### config.mk
export PLATFORM = sky130hd
export DESIGN_NAME = debug_sequencer_flat
export DESIGN_NICKNAME = d
export VERILOG_FILES = /design/src/rtl/debug_sequencer_pkg.sv /design/src/rtl/debug_sequencer_if.sv /design/src/rtl/debug_sequencer_dump_counter.sv /design/src/rtl/debug_sequencer.sv /design/src/flat_wrapper.sv
export SDC_FILE = /design/constraint.sdc
export NUM_CORES = 1
export LEC_CHECK = 0
export CORE_ASPECT_RATIO = 0.5
export CORE_MARGIN = 4
export CORE_UTILIZATION = 40
export CTS_CLUSTER_SIZE = 28
export DETAILED_ROUTE_END_ITERATION = 16
export GPL_TIMING_DRIVEN = 0
export PLACE_DENSITY_LB_ADDON = 0.3
export SLEW_MARGIN = 0
export SYNTH_ARGS = -nofsm -noshare
export SYNTH_HDL_FRONTEND = slang
export SYNTH_SLANG_ARGS = --single-unit
### constraint.sdc
create_clock -name clk -period 1.8 [get_ports clk]
set_input_delay 0.27 -clock clk [delete_from_list [all_inputs] [get_ports clk]]
set_output_delay 0.27 -clock clk [all_outputs]
set_load 0.005 [all_outputs]
### src/rtl/debug_sequencer_pkg.sv
// Shared widths, command codes and state encodings for the debug run-control block.
package debug_sequencer_pkg;

    localparam int unsigned NB_DATA    = 32;
    localparam int unsigned NB_ADDR    = 5;
    localparam int unsigned N_REGS     = 32;
    localparam int unsigned CNT_W      = $clog2(N_REGS);
    localparam int unsigned DUMP_WORDS = N_REGS + 1;

    typedef enum logic [1:0] {
        CMD_RUN  = 2'b00,
        CMD_STEP = 2'b01,
        CMD_DUMP = 2'b10,
        CMD_HALT = 2'b11
    } cmd_e;

    typedef enum logic [2:0] {
        ST_IDLE     = 3'd0,
        ST_RUN      = 3'd1,
        ST_STEP     = 3'd2,
        ST_DUMP_PC  = 3'd3,
        ST_DUMP_REG = 3'd4,
        ST_HALTED   = 3'd5
    } state_e;

endpackage

### src/rtl/debug_sequencer_if.sv
// Command handshake and dump word stream between the host and the debug sequencer.
interface debug_sequencer_if;
    import debug_sequencer_pkg::*;

    logic               cmd_valid;
    cmd_e               cmd;
    logic               cmd_ready;
    logic               tx_valid;
    logic [NB_DATA-1:0] tx_data;
    logic               tx_ready;

    modport master (
        output cmd_valid, cmd, tx_ready,
        input  cmd_ready, tx_valid, tx_data
    );

    modport slave (
        input  cmd_valid, cmd, tx_ready,
        output cmd_ready, tx_valid, tx_data
    );
endinterface

### src/rtl/debug_sequencer_dump_counter.sv
// Register index counter for the dump: enable/clear with a terminal-count flag.
module debug_sequencer_dump_counter
    import debug_sequencer_pkg::*;
#(
    parameter int unsigned W    = CNT_W,
    parameter int unsigned LAST = N_REGS - 1
) (
    input  logic         clk,
    input  logic         i_rst_n,
    input  logic         i_en,
    input  logic         i_clr,
    output logic [W-1:0] o_cnt,
    output logic         o_tc
);

    always_ff @(posedge clk or negedge i_rst_n) begin
        if (!i_rst_n) begin
            o_cnt <= '0;
        end else if (i_clr) begin
            o_cnt <= '0;
        end else if (i_en) begin
            o_cnt <= o_cnt + W'(1);
        end
    end

    assign o_tc = (o_cnt == W'(LAST));

endmodule

### src/rtl/debug_sequencer.sv
// Debug run-control: free-run/single-step pipeline gating, HALT detection and
// PC + register file dump over a valid/ready word stream.
module debug_sequencer
    import debug_sequencer_pkg::*;
(
    input  logic               clk,
    input  logic               i_rst_n,
    debug_sequencer_if.slave   bus,
    input  logic               i_halt_instr,
    input  logic [NB_DATA-1:0] i_pc,
    output logic               o_pipe_enable,
    output logic               o_dbg_rd_sel,
    output logic [NB_ADDR-1:0] o_dbg_rd_addr,
    input  logic [NB_DATA-1:0] i_dbg_rd_data,
    input  logic [NB_ADDR-1:0] i_dec_rs,
    output logic [NB_ADDR-1:0] o_rf_rd_addr1_c,
    output logic               o_done,
    output logic [2:0]         o_state
);

    state_e             state_q;
    state_e             ret_q;
    logic [NB_DATA-1:0] pc_q;
    logic               done_q;
    logic [CNT_W-1:0]   cnt;
    logic               cnt_tc;
    logic               cmd_fire;
    logic               xfer;
    logic               cnt_en;
    logic               cnt_clr;

    assign cmd_fire = bus.cmd_valid && bus.cmd_ready;
    assign xfer     = bus.tx_valid && bus.tx_ready;
    assign cnt_en   = (state_q == ST_DUMP_REG) && xfer;
    assign cnt_clr  = ((state_q == ST_DUMP_PC) && xfer) || (cnt_en && cnt_tc);

    always_ff @(posedge clk or negedge i_rst_n) begin
        if (!i_rst_n) begin
            state_q <= ST_IDLE;
            ret_q   <= ST_IDLE;
            pc_q    <= '0;
            done_q  <= 1'b0;
        end else begin
            done_q <= 1'b0;
            unique case (state_q)
                ST_IDLE: begin
                    if (cmd_fire) begin
                        unique case (bus.cmd)
                            CMD_RUN:  state_q <= ST_RUN;
                            CMD_STEP: state_q <= ST_STEP;
                            CMD_DUMP: begin
                                state_q <= ST_DUMP_PC;
                                pc_q    <= i_pc;
                                ret_q   <= ST_IDLE;
                            end
                            default: ;
                        endcase
                    end
                end
                ST_RUN: begin
                    // Retired HALT and a HALT command collapse into one transition.
                    if (i_halt_instr || (cmd_fire && bus.cmd == CMD_HALT)) begin
                        state_q <= ST_HALTED;
                    end
                end
                ST_STEP: begin
                    state_q <= i_halt_instr ? ST_HALTED : ST_IDLE;
                end
                ST_HALTED: begin
                    if (cmd_fire && bus.cmd == CMD_DUMP) begin
                        state_q <= ST_DUMP_PC;
                        pc_q    <= i_pc;
                        ret_q   <= ST_HALTED;
                    end
                end
                ST_DUMP_PC: begin
                    if (xfer) begin
                        state_q <= ST_DUMP_REG;
                    end
                end
                ST_DUMP_REG: begin
                    if (xfer && cnt_tc) begin
                        state_q <= ret_q;
                        done_q  <= 1'b1;
                    end
                end
                default: state_q <= ST_IDLE;
            endcase
        end
    end

    debug_sequencer_dump_counter #(
        .W    (CNT_W),
        .LAST (N_REGS - 1)
    ) u_dump_counter (
        .clk     (clk),
        .i_rst_n (i_rst_n),
        .i_en    (cnt_en),
        .i_clr   (cnt_clr),
        .o_cnt   (cnt),
        .o_tc    (cnt_tc)
    );

    // Moore decode of the registered state.
    assign bus.cmd_ready = (state_q == ST_IDLE) || (state_q == ST_RUN) || (state_q == ST_HALTED);
    assign o_pipe_enable = (state_q == ST_RUN) || (state_q == ST_STEP);
    assign o_dbg_rd_sel  = (state_q == ST_DUMP_REG);
    assign bus.tx_valid  = (state_q == ST_DUMP_PC) || (state_q == ST_DUMP_REG);
    assign o_dbg_rd_addr = o_dbg_rd_sel ? NB_ADDR'(cnt) : '0;
    assign o_done        = done_q;
    assign o_state       = state_q;

    always_comb begin
        bus.tx_data = '0;
        if (state_q == ST_DUMP_PC) begin
            bus.tx_data = pc_q;
        end else if (state_q == ST_DUMP_REG) begin
            bus.tx_data = i_dbg_rd_data;
        end
    end

    // Register file read port 1 is borrowed from decode while dumping.
    assign o_rf_rd_addr1_c = o_dbg_rd_sel ? o_dbg_rd_addr : i_dec_rs;

endmodule

### src/flat_wrapper.sv
// flat-port wrapper written by rule: the top's interface ports become plain ports
module debug_sequencer_flat import debug_sequencer_pkg::*;
  (clk, i_rst_n, i_halt_instr, i_pc, o_pipe_enable, o_dbg_rd_sel, o_dbg_rd_addr, i_dbg_rd_data, i_dec_rs, o_rf_rd_addr1_c, o_done, o_state, bus_cmd_valid, bus_cmd, bus_tx_ready, bus_cmd_ready, bus_tx_valid, bus_tx_data);
  debug_sequencer_if bus_i ();
  input  logic clk;
  input  logic i_rst_n;
  input  logic i_halt_instr;
  input  logic [NB_DATA-1:0] i_pc;
  output logic o_pipe_enable;
  output logic o_dbg_rd_sel;
  output logic [NB_ADDR-1:0] o_dbg_rd_addr;
  input  logic [NB_DATA-1:0] i_dbg_rd_data;
  input  logic [NB_ADDR-1:0] i_dec_rs;
  output logic [NB_ADDR-1:0] o_rf_rd_addr1_c;
  output logic o_done;
  output logic [2:0] o_state;
  input wire logic [$bits(bus_i.cmd_valid)-1:0] bus_cmd_valid;
  input wire logic [$bits(bus_i.cmd)-1:0] bus_cmd;
  input wire logic [$bits(bus_i.tx_ready)-1:0] bus_tx_ready;
  output wire logic [$bits(bus_i.cmd_ready)-1:0] bus_cmd_ready;
  output wire logic [$bits(bus_i.tx_valid)-1:0] bus_tx_valid;
  output wire logic [$bits(bus_i.tx_data)-1:0] bus_tx_data;
  assign bus_i.cmd_valid = bus_cmd_valid;
  assign bus_i.cmd = bus_cmd;
  assign bus_i.tx_ready = bus_tx_ready;
  assign bus_cmd_ready = bus_i.cmd_ready;
  assign bus_tx_valid = bus_i.tx_valid;
  assign bus_tx_data = bus_i.tx_data;
  debug_sequencer u_core (.clk(clk), .i_rst_n(i_rst_n), .bus(bus_i), .i_halt_instr(i_halt_instr), .i_pc(i_pc), .o_pipe_enable(o_pipe_enable), .o_dbg_rd_sel(o_dbg_rd_sel), .o_dbg_rd_addr(o_dbg_rd_addr), .i_dbg_rd_data(i_dbg_rd_data), .i_dec_rs(i_dec_rs), .o_rf_rd_addr1_c(o_rf_rd_addr1_c), .o_done(o_done), .o_state(o_state));
endmodule
==> results of run 1 <==
==> power by group <==
group          internal, mW  switching (mW)
logic                  2.42            1.56
registers              1.39           0.346
clock network         0.551           0.370
==> placed cells by master, fill, tap and decap left out, types with 6 or more instances in the layout <==
cell	n
a21oi_1	7
a22o_1	32
buf_12	7
buf_2	36
buf_4	21
buf_6	20
buf_8	10
clkbuf_16	6
clkbuf_2	7
clkdlybuf4s50_1	76
dfrtp_1	40
mux2_4	32
nor2_1	7
==> logic make-up (layout without fill, tap and decap cells) <==
group,count (synthesis),count (layout),synth area share [%]
compound gates,64,64,19.97
xor+xnor,2,2,0.7097
mux,32,32,19.16
simple gates,37,37,8.465
fa+ha+maj,6,6,3.041
buf+inv,23,203,6.082
flops,42,42,42.57
==> registers in the layout (all words and copies together) (netlist names) <==
register,count
u_core.pc_q,32
u_core.u_dump_counter.o_cnt,5
u_core.o_state,3
u_core.o_done,1
u_core.ret_q,1
==> per-layer routing <==
| layer | vias up | GRT usage [%] | wire [µm] |
|---|---|---|---|
| met5 | - | 0 | 0 |
| met4 | 0 | 5.628 | 182 |
| met3 | 20 | 5.630 | 547 |
| met2 | 109 | 41.60 | 4588 |
| met1 | 1218 | 26.43 | 3630 |
| li1 | 1135 | - | - |
==> final timing paths <==
check	startpoint	endpoint	slack (ns)	depth (start not counted)
max	u_core.o_state[0]	bus_tx_data[5]	-0.19	7
min	bus_tx_ready	u_core.u_dump_counter.o_cnt[0]	0.36	2
max reg2reg	u_core.o_state[2]	u_core.pc_q[13]	-0.09	9
min reg2reg	u_core.pc_q[15]	u_core.pc_q[15]	0.52	1
max in group asynchronous	i_rst_n	u_core.o_state[0]	0.99	3
min in group asynchronous	i_rst_n	u_core.u_dump_counter.o_cnt[0]	0.37	2
==> area by class of cell <==
cell class / instances / area (µm²) / share of cell area, %
multi-input combinational: 141 / 1401 / 30.63
clock inverter: 1 / 5.005 / 0.1094
tap: 84 / 105.1 / 2.298
sequential: 42 / 1054 / 23.03
inverter: 7 / 38.79 / 0.8479
timing repair buffer: 174 / 1629 / 35.61
clock buffer: 7 / 142.6 / 3.118
buffer: 14 / 198.9 / 4.349
==> timing repair <==
action / 4_1_cts / 5_1_grt
gates resized for setup: 218 / 45
cloned: 7 / 1
buffers inserted: 29 / 14
hold endpoints to repair: 5 / 0
hold buffers: 1 / 0
setup endpoints to repair: 76 / 80
pin swaps: 11 / 19
==> metrics.txt, run 1 <==
peak supply drop=0.0008765 V; critical-path cell list=buf_6 -> and2_4 -> buf_8 -> buf_16 -> buf_6 -> a22o_1 -> buf_2; WS Path Type=register to output pin; CP required=1.53 ns; clk_lat worst skew=0.28 ns; syn_nets=288; Mapped Area=0.002469 mm²; leak pwr=2.148 nW; Worst Path Buf+Inv=5; top cell type's share of synthesized area=42.57%; CTS Sinks=42; antenna cells=0; Initial DRC Count=145; largest net degree at the start of global routing=38; Root Driver=clkbuf_16; Detailed Route WL=8.949 mm; final instance area=0.004574 mm²; Port-buffer cells=124; Via density=5.281; ranking of synthesized cells by area=dfrtp_1, mux2_4, a22o_1; count leader, synth=dfrtp_1; CP max FO=5; TritonCTS buffer count=5; failing checks=negative setup slack; drt wl/cell=19.04 µm; Pre-Repair DR Iteration Count=4; routability congestion estimate=0.8512; top cells by count, synth=dfrtp_1, a22o_1, mux2_4, nor2_1; CTS tree=yes; Non-Filler Instances=470; most used cell along the critical path=buf_6; placed cells=415; Ys Warns=0; crit share post-route=110.4%; DIE WIDTH=119.1 µm; drt drc=0; I/O pin count=126; cell taking the most area after synthesis=dfrtp_1; Final Hold Violating Endpoints=0; final net count=467; Achievable Freq=0.5033 GHz; dpl cell area=0.003830 mm²; Synth cell types=41; crit path time final=1.987 ns; CTS clk-pin slew, worst paths=0.06 ns; Max clock buf depth=2; Worst Max-Slew Pin Slew=0.2820 ns; startpoint types=register; DR vias=2482; vias in the first global route=2622; H-Tree Depth=2; Core Area=0.005729 mm²; RSZ-0062 raised after global routing=true; Final ANT Viol Nets=0; clk_skew=0.003892 ns; P&R area growth vs syn=85.30%; fillers=329; hpwl dp=5.328 mm; smallest hold slack=0.3621 ns; Crit path largest cell delay=0.45 ns; Post-Syn Instances=206; setup TNS=-5.438 ns; run status=finished, violations left; fraction of layout cells with a size suffix above 1=43.52%; pre-CTS setup slack=-0.4483 ns; Post-synth EDFFs=0; Worst Setup End Kind=output pin; P per Cell Area=1452 mW/mm²; pins over their slew limit=0; initial antenna violation count=0; synthesized flop and latch total=42; post-synthesis area per instance=11.98 µm²; Final Power=6.641 mW; first-pass GRT wire length=13.74 mm; Chip Height=63.55 µm; Initial Util=43.09%; GR Overflow Total=0; Main synth FF type=dfrtp_1; overall die area=0.007569 mm²; Slowest-stage cell, CP=dfrtp_2; Seq/Total Area, Yosys=42.57%; maxcap violations=0; fin util=79.84%; crit-path leading delay family=buffers and inverters; gr usage total=22.59%; fin worst setup slack=-0.1869 ns; asr flop ratio synth=100.0%; worst hold path type=input port to register; Cell Rows=19; critical path arrival=1.72 ns; final setup violation count=48; worst rel slew slack=80.93%
No activity file was read; power rests on OpenSTA's default activity.
==> run 2: changes to the inputs <==
- CORE_ASPECT_RATIO: 0.5 -> not set
- TNS_END_PERCENT: not set -> 20
==> run 2 against run 1 <==
  * Non-clock buffer count fell by 25
  * Largest power group unchanged
  * Final area down 10%
  * Sequential power hardly changed
  * Sequential share of layout area grew 2.7 points
  * Global-route usage shrank 3.3 points
  * The flow still finishes with violations (negative setup slack)
  * Die area shrank 1.0%
  * Critical path type unchanged
  * Highest routed layer unchanged
==> metrics.txt, run 2 (same netlist as run 1, synthesis figures left out) <==
hpwl dp=5.150 mm; commonest non-fill, non-tap cells in the layout=clkdlybuf4s50_1, dfrtp_1, a22o_1, mux2_4, buf_2; placed cells=406; GR Overflow Total=0; crit path time final=1.956 ns; H-Tree Depth=2; drt drc=0; failing checks=negative setup slack; DR vias=2306; routability congestion estimate=0.8748; maxcap violations=0; Achievable Freq=0.5114 GHz; fraction of layout cells with a size suffix above 1=37.50%; critical path arrival=1.69 ns; Max clock buf depth=2; peak supply drop=0.0008663 V; Initial DRC Count=65; fin worst setup slack=-0.1555 ns; CP required=1.53 ns; setup TNS=-2.650 ns; final instance area=0.004100 mm²; Port-buffer cells=124; Non-Filler Instances=435; Detailed Route WL=7.391 mm; Final Hold Violating Endpoints=0; Worst Max-Slew Pin Slew=0.3215 ns; Root Driver=clkbuf_8; overall die area=0.007493 mm²; pre-CTS setup slack=-0.4298 ns; Via density=5.301; RSZ-0062 raised after global routing=true; antenna cells=0; initial antenna violation count=0; Chip Height=86.56 µm; largest net degree at the start of global routing=40; commonest non-fill, non-tap cell in the layout=clkdlybuf4s50_1; Pre-Repair DR Iteration Count=4; CTS clk-pin slew, worst paths=0.08 ns; dpl cell area=0.003819 mm²; final setup violation count=35; Largest register FFs=32; pins over their slew limit=0; final net count=442; Core Area=0.005956 mm²; run status=finished, violations left; Cell Rows=28; Initial Util=41.45%; clk_lat worst skew=0.28 ns; P per Cell Area=1402 mW/mm²; TritonCTS buffer count=5; CTS tree=yes; worst rel slew slack=78.27%; CP max FO=7; I/O pin count=126; clk_skew=0.002593 ns; CTS Sinks=42; DIE WIDTH=86.56 µm; crit share post-route=108.6%; Final ANT Viol Nets=0; P&R area growth vs syn=66.09%; vias in the first global route=2387; first-pass GRT wire length=11.51 mm; drt wl/cell=16.99 µm; WS Path Type=register to output pin; largest reg by FF count=u_core.pc_q; worst hold path type=input port to register; startpoint types=register; gr usage total=19.33%; Worst Setup End Kind=output pin; leak pwr=1.936 nW
[run 2: through the flow]
stage,hold slack [ns],util (%),power (mW)
floorplan,-0.02559,-,3.365
global placement,0.4905,63.87,4.610
detailed placement,0.09066,64.12,4.695
CTS,0.3134,69.77,5.716
global route,0.3378,68.84,6.117
finish,0.3240,68.84,5.748
[run 2: worst max-delay path: stages (launching register included)]
cell,delay [ns]
dfrtp_1,0.39
buf_6,0.14
nor2b_4,0.12
and2_4,0.27
buf_6,0.14
buf_6,0.10
a22o_1,0.13
buf_2,0.11
[run 2: power by group]
group	internal (mW)	switching (mW)	leakage [nW]
Clock	0.444	0.299	0.0573
Sequential	1.39	0.329	0.493
Combinational	2.00	1.29	1.39
Total	3.83	1.91	1.94
[run 2: area by class of cell]
class	count	area [µm²]
fill	452	1856
multi-input combinational	141	1336
timing repair buffer	148	1292
sequential	42	1054
buffer	15	180.2
tap	75	93.84
clock buffer	6	82.58
inverter	7	31.28
clock inverter	1	30.03
[run 2: what timing repair did]
item | 4_1_cts | 5_1_grt
pin swaps | 3 | 8
gates resized for setup | 149 | 57
hold buffers | 1 | 0
cloned | 2 | 0
endpoints found under the hold margin | 3 | 0
setup buffers | 16 | 4
setup endpoints to repair | 76 | 74
[run 2: final timing paths]
path,start,endpoint,slack (ns),depth (start not counted)
max reg2reg,u_core.o_state[2],u_core.pc_q[29],0.06,6
max,u_core.o_state[2],bus_tx_data[10],-0.16,7
min in group asynchronous,i_rst_n,u_core.pc_q[15],0.35,2
min,bus_tx_ready,u_core.u_dump_counter.o_cnt[2],0.32,2
max in group asynchronous,i_rst_n,u_core.o_state[1],1.03,3
min reg2reg,u_core.pc_q[0],u_core.pc_q[0],0.51,1
[run 2: metal layers]
layer	wire length, µm	up-vias	GRT usage (%)
met4	76	0	4.533
met2	3576	122	33.24
met5	0	-	0
met1	3049	1096	24.70
li1	-	1081	-
met3	688	7	4.468
